[src/rtl/hazard_unit.sv]
// -----------------------------------------------------------------------------
// hazard_unit
//
// Decode-stage pipeline hazard controller. Detects load-use hazards that the
// forwarding path cannot cover, flushes the front end on a taken branch, and
// freezes the pipeline while a multi-cycle memory instruction (CALL/RET/INT
// 32-bit PC transfer) occupies MEM.
//
// Parameters
//   MEM_HOLD_CYCLES  extra cycles a flagged instruction stays in MEM (1..15)
//
// Optional feature
//   HAZARD_PERF_CNT_EN  when defined, builds saturating 16-bit counters for
//                       stall cycles and front-end flushes. When undefined,
//                       stall_cycles and flush_count are tied to 0.
//
// Ports
//   clk, rst            clock (rising edge), synchronous active-high reset
//   id_src_addr/used    source operand of the instruction in ID
//   id_dst_addr/used    destination register of the ID instruction read as operand
//   ex_dst_addr         destination register of the instruction in EX
//   ex_mem_read         EX instruction is a load or POP
//   ex_branch_taken     branch resolved taken in EX
//   mem_two_cycle       MEM instruction needs extra memory cycles
//   pc_write, if_id_write, id_ex_write, ex_mem_write   register write enables
//   if_id_flush         clear IF/ID
//   id_ex_bubble        load a NOP into ID/EX
//   mem_wb_bubble       load a NOP into MEM/WB
//   mem_second          MEM is in an extra memory cycle
//   state               FSM state (00 RUN, 01 MEM_HOLD)
//   stall_cycles        perf counter: non-reset cycles with pc_write == 0
//   flush_count         perf counter: non-reset cycles with if_id_flush == 1
//
// Handshake note: there is no valid/ready handshake here; every control output
// is a combinational (Mealy) function of state_q, cnt_q and the current inputs,
// so the pipeline sees the decision in the same cycle the hazard appears.
// -----------------------------------------------------------------------------
module hazard_unit #(
  parameter int unsigned MEM_HOLD_CYCLES = 1
) (
  input  logic        clk,
  input  logic        rst,
  input  logic [2:0]  id_src_addr,
  input  logic [2:0]  id_dst_addr,
  input  logic        id_src_used,
  input  logic        id_dst_used,
  input  logic [2:0]  ex_dst_addr,
  input  logic        ex_mem_read,
  input  logic        ex_branch_taken,
  input  logic        mem_two_cycle,
  output logic        pc_write,
  output logic        if_id_write,
  output logic        id_ex_write,
  output logic        ex_mem_write,
  output logic        if_id_flush,
  output logic        id_ex_bubble,
  output logic        mem_wb_bubble,
  output logic        mem_second,
  output logic [1:0]  state,
  output logic [15:0] stall_cycles,
  output logic [15:0] flush_count
);

  typedef enum logic [1:0] {
    ST_RUN      = 2'b00,
    ST_MEM_HOLD = 2'b01
  } state_e;

  // Value loaded into the hold counter on entry to MEM_HOLD. The entry cycle
  // itself is the first frozen cycle, hence the minus one.
  localparam logic [3:0] HOLD_LOAD = 4'(MEM_HOLD_CYCLES - 1);

  state_e     state_q, state_d;
  logic [3:0] cnt_q,   cnt_d;

  logic load_use;
  logic front_rules; // branch / load-use rules may be evaluated this cycle

  // Full 3-bit compare; register 0 is an ordinary register here.
  assign load_use = ex_mem_read &&
                    ((id_src_used && (id_src_addr == ex_dst_addr)) ||
                     (id_dst_used && (id_dst_addr == ex_dst_addr)));

  always_comb begin
    pc_write      = 1'b1;
    if_id_write   = 1'b1;
    id_ex_write   = 1'b1;
    ex_mem_write  = 1'b1;
    if_id_flush   = 1'b0;
    id_ex_bubble  = 1'b0;
    mem_wb_bubble = 1'b0;
    mem_second    = 1'b0;
    front_rules   = 1'b0;
    state_d       = state_q;
    cnt_d         = cnt_q;

    if (rst) begin
      pc_write      = 1'b0;
      if_id_write   = 1'b0;
      id_ex_write   = 1'b0;
      ex_mem_write  = 1'b0;
      if_id_flush   = 1'b1;
      id_ex_bubble  = 1'b1;
      mem_wb_bubble = 1'b1;
      state_d       = ST_RUN;
      cnt_d         = 4'd0;
    end else begin
      case (state_q)
        ST_RUN: begin
          if (mem_two_cycle) begin
            pc_write      = 1'b0;
            if_id_write   = 1'b0;
            id_ex_write   = 1'b0;
            ex_mem_write  = 1'b0;
            mem_wb_bubble = 1'b1;
            cnt_d         = HOLD_LOAD;
            state_d       = ST_MEM_HOLD;
          end else begin
            front_rules = 1'b1;
          end
        end
        ST_MEM_HOLD: begin
          // mem_two_cycle is ignored while the flagged instruction is held.
          mem_second = 1'b1;
          if (cnt_q != 4'd0) begin
            pc_write      = 1'b0;
            if_id_write   = 1'b0;
            id_ex_write   = 1'b0;
            ex_mem_write  = 1'b0;
            mem_wb_bubble = 1'b1;
            cnt_d         = cnt_q - 4'd1;
          end else begin
            // Final cycle: pipeline advances, so a branch or load-use that
            // waited behind the freeze is handled now.
            front_rules = 1'b1;
            state_d     = ST_RUN;
          end
        end
        default: begin
          state_d = ST_RUN;
          cnt_d   = 4'd0;
        end
      endcase

      if (front_rules) begin
        if (ex_branch_taken) begin
          // pc_write stays 1 so the PC loads the branch target.
          if_id_flush  = 1'b1;
          id_ex_bubble = 1'b1;
        end else if (load_use) begin
          pc_write     = 1'b0;
          if_id_write  = 1'b0;
          id_ex_bubble = 1'b1;
        end
      end
    end
  end

  always_ff @(posedge clk) begin
    if (rst) begin
      state_q <= ST_RUN;
      cnt_q   <= 4'd0;
    end else begin
      state_q <= state_d;
      cnt_q   <= cnt_d;
    end
  end

  assign state = state_q;

`ifdef HAZARD_PERF_CNT_EN
  logic [15:0] stall_q, stall_d;
  logic [15:0] flush_q, flush_d;

  always_comb begin
    stall_d = stall_q;
    flush_d = flush_q;
    if (!pc_write && (stall_q != 16'hFFFF)) stall_d = stall_q + 16'd1;
    if (if_id_flush && (flush_q != 16'hFFFF)) flush_d = flush_q + 16'd1;
  end

  always_ff @(posedge clk) begin
    if (rst) begin
      stall_q <= 16'd0;
      flush_q <= 16'd0;
    end else begin
      stall_q <= stall_d;
      flush_q <= flush_d;
    end
  end

  assign stall_cycles = stall_q;
  assign flush_count  = flush_q;
`else
  assign stall_cycles = 16'd0;
  assign flush_count  = 16'd0;
`endif

endmodule

[config.mk]
export PLATFORM = sky130hd
export DESIGN_NAME = hazard_unit
export DESIGN_NICKNAME = d
export VERILOG_FILES = /design/src/rtl/hazard_unit.sv
export SDC_FILE = /design/constraint.sdc
export NUM_CORES = 1
export LEC_CHECK = 0
export BUFFER_PORTS_ARGS = -buffer_cell sky130_fd_sc_hd__buf_2
export CORE_MARGIN = 2
export CORE_UTILIZATION = 36
export DETAILED_ROUTE_END_ITERATION = 12
export PLACE_DENSITY = 0.78
export SYNTH_ARGS = -nofsm -noshare
export SYNTH_HDL_FRONTEND = slang
export SYNTH_SLANG_ARGS = --single-unit
[constraint.sdc]
create_clock -name clk -period 2.4 [get_ports clk]
set_clock_uncertainty 0.2 [all_clocks]
set_input_delay 0.24 -clock clk [delete_from_list [all_inputs] [get_ports clk]]
set_output_delay 0.24 -clock clk [all_outputs]
set_load 0.005 [all_outputs]
==> results.ini <==
[global_routing]
grt_pass1_wl_mm=1.483
antenna_found_initial=0
grt_overflow=0
grt_max_degree=7
grt_pass1_vias=358
gr-usage-all-layers_pct=10.45

[yosys]
async_flop_share_pct=0
synth_area_um2=628.1
synth_area_per_cell_um2=8.157
synth.largest_area_cell=buf_4
synth_edf_count=0
synth_area_leaders=buf_4, dfxtp_1, xnor2_1, mux2i_4, inv_1
yosysWarnings=0
synth_top_cell_area_share_pct=41.83
synthSimpleGateAreaFrac_pct=13.94
synth_ff_type=dfxtp_1
ys_types=26
synth_fa_ha_area_share_pct=1.992
netlist_instances=77
ys_ff_latch=5
synth_top_family_by_area=buffers and inverters
synth-compound-area-share_pct=10.76
synthMuxAreaShare_pct=3.586
synthXorXnorAreaFrac_pct=8.367
yosysSeqAreaShare_pct=15.94

[sta]
post-route-period-util_pct=97.23
whs_ns=0.02334
max_freq_ghz=0.4286
post-route-min-period_ns=2.333
hold_violations=0
drv_slew=0
finalSetupViolCount=0

[clock_tree]
clk_pin_slew_ns=0.05
clockBufferDepth=2
htree_levels=1
cts_hold_buf=0
cts.sinks=5
cts_tree=built
cts_root_buffer=clkbuf_4
cts_buffers=3
clk-insertion-delay-late_ns=0.25

[cells_and_area]
fin_util_pct=40.07
drive_above_1_share_pct=36.54
n_fill_cell=184
finalNetCount=122
syn_to_final_growth_pct=7.769
antennaDiodeCount=0

[drt]
wl_per_cell_um=8.752
drt_first_pass_iters=4
vias=484
ant_nets=0
drt_wl_total_mm=1.059
drc_errors=0
vias_per_cell=4.000
drt_iter0_drc=4

[floorplanning]
start_util_pct=37.19
placementRows=15
dieArea_um2=2095
core_region_area_um2=1689
die_x_um=45.77
io_pins=58
die_h_um=45.77

[power_and_ir_drop]
p_per_area_nw_per_um2=580.4
p_total_mw=0.3929
leakage_nw=0.3663
irDropWorstVdd_mv=0.2396

[placed_design]
portBuffers=24
place.gp.congestion=0.7780
dp_hpwl_um=926

[job]
max-cap-violations=0

[worst_setup_path]
crit_arrival_ns=1.89
critical_path_required_ns=1.96
endpoint_kind=primary output
start_kind=flip-flop
path_class=flip-flop to primary output
crit_fanout=6

[status]
status=completed

[hold_path]
min_path_type=input pin to flip-flop

[registers in the layout, indices dropped and copies added (netlist names)]
name,flops
cnt_q,4
state,1
[metal layers]
layer	global-route usage [%]	share of wire, %	up-vias
met5	0	0	-
met4	8.571	2.4	0
met3	4.365	14	3
met2	16.62	50	37
met1	10.53	34	207
li1	-	-	237
[cells in the final DEF, fill, tap and decap left out, types with 2 or more instances in the layout]
cell type / n
nand2_1: 2
xnor2_1: 6
inv_1: 4
buf_2: 24
nor3_1: 2
dfxtp_1: 5
nor2_1: 2
clkbuf_4: 3
conb_1: 33
buf_4: 2
nand4_1: 2
[what timing repair did]
action / in CTS / in global routing
buffers inserted: 0 / 2
resized for setup: 0 / 3
setup endpoints to repair: 0 / 2
endpoints found under the hold margin: 0 / 0
[cell type report]
cell class / count / area [µm²] / share of cell area, %
clock buffer: 4 / 26.28 / 3.882
inverter: 5 / 18.77 / 2.773
multi-input combinational: 64 / 375.4 / 55.45
sequential: 5 / 100.1 / 14.79
tap: 17 / 21.27 / 3.142
timing repair buffer: 26 / 135.1 / 19.96
[kinds of logic after synthesis]
| logic type | Yosys count |
|---|---|
| muxes | 1 |
| adders and majority gates | 1 |
| AOI/OAI and AO/OA | 9 |
| and+or+nand+nor | 14 |
| other | 1 |
| buffers and inverters | 40 |
| xor gates and xnor gates | 6 |
| DFF | 5 |
[power by group]
| part | internal, mW | total, mW | leakage [nW] | switching, mW |
|---|---|---|---|---|
| Clock | 0.0630 | 0.0996 | 0.0150 | 0.0366 |
| Sequential | 0.0979 | 0.112 | 0.0408 | 0.0143 |
| Combinational | 0.0943 | 0.181 | 0.311 | 0.0868 |
| Total | 0.255 | 0.393 | 0.366 | 0.138 |
[critical path, cell delays in order (launching register included)]
cell      delay [ns]
dfxtp_1         0.30
inv_1           0.09
ha_2            0.19
or3b_4          0.41
mux2i_4         0.22
nand2b_4        0.11
a31oi_2         0.18
buf_2           0.14
[metrics by stage]
step	setup WS, ns	std cells	instance area [µm²]	TNS [ns]
2_1_floorplan	0.3673	109	748.2	0
3_3_place_gp	0.3926	115	626.9	0
3_5_place_dp	0.3057	115	626.9	0
4_1_cts	0.02236	119	653.1	0
5_1_grt	-0.02172	121	676.9	-0.04322
6_report	0.06660	121	676.9	0
[path summary, 6_finish.rpt]
| check | to | slack [ns] | cells past startpoint | startpoint |
|---|---|---|---|---|
| setup reg to reg | cnt_q[1]$_SDFFE_PP0P_ | 0.67 | 6 | cnt_q[1]$_SDFFE_PP0P_ |
| hold reg to reg | cnt_q[0]$_SDFFE_PP0P_ | 0.29 | 2 | cnt_q[0]$_SDFFE_PP0P_ |
| setup / recovery | pc_write | 0.07 | 7 | cnt_q[1]$_SDFFE_PP0P_ |
| hold / removal | cnt_q[2]$_SDFFE_PP0P_ | 0.02 | 2 | rst |
[cell usage after synthesis, drive strengths merged, types with 2 or more instances]
library cell / n
nand4: 2
buf: 35
xnor2: 6
nor3: 2
dfxtp: 5
inv: 5
nor2: 2
o21ai: 2
nand2: 2
Power figures use the tool's default switching activity.
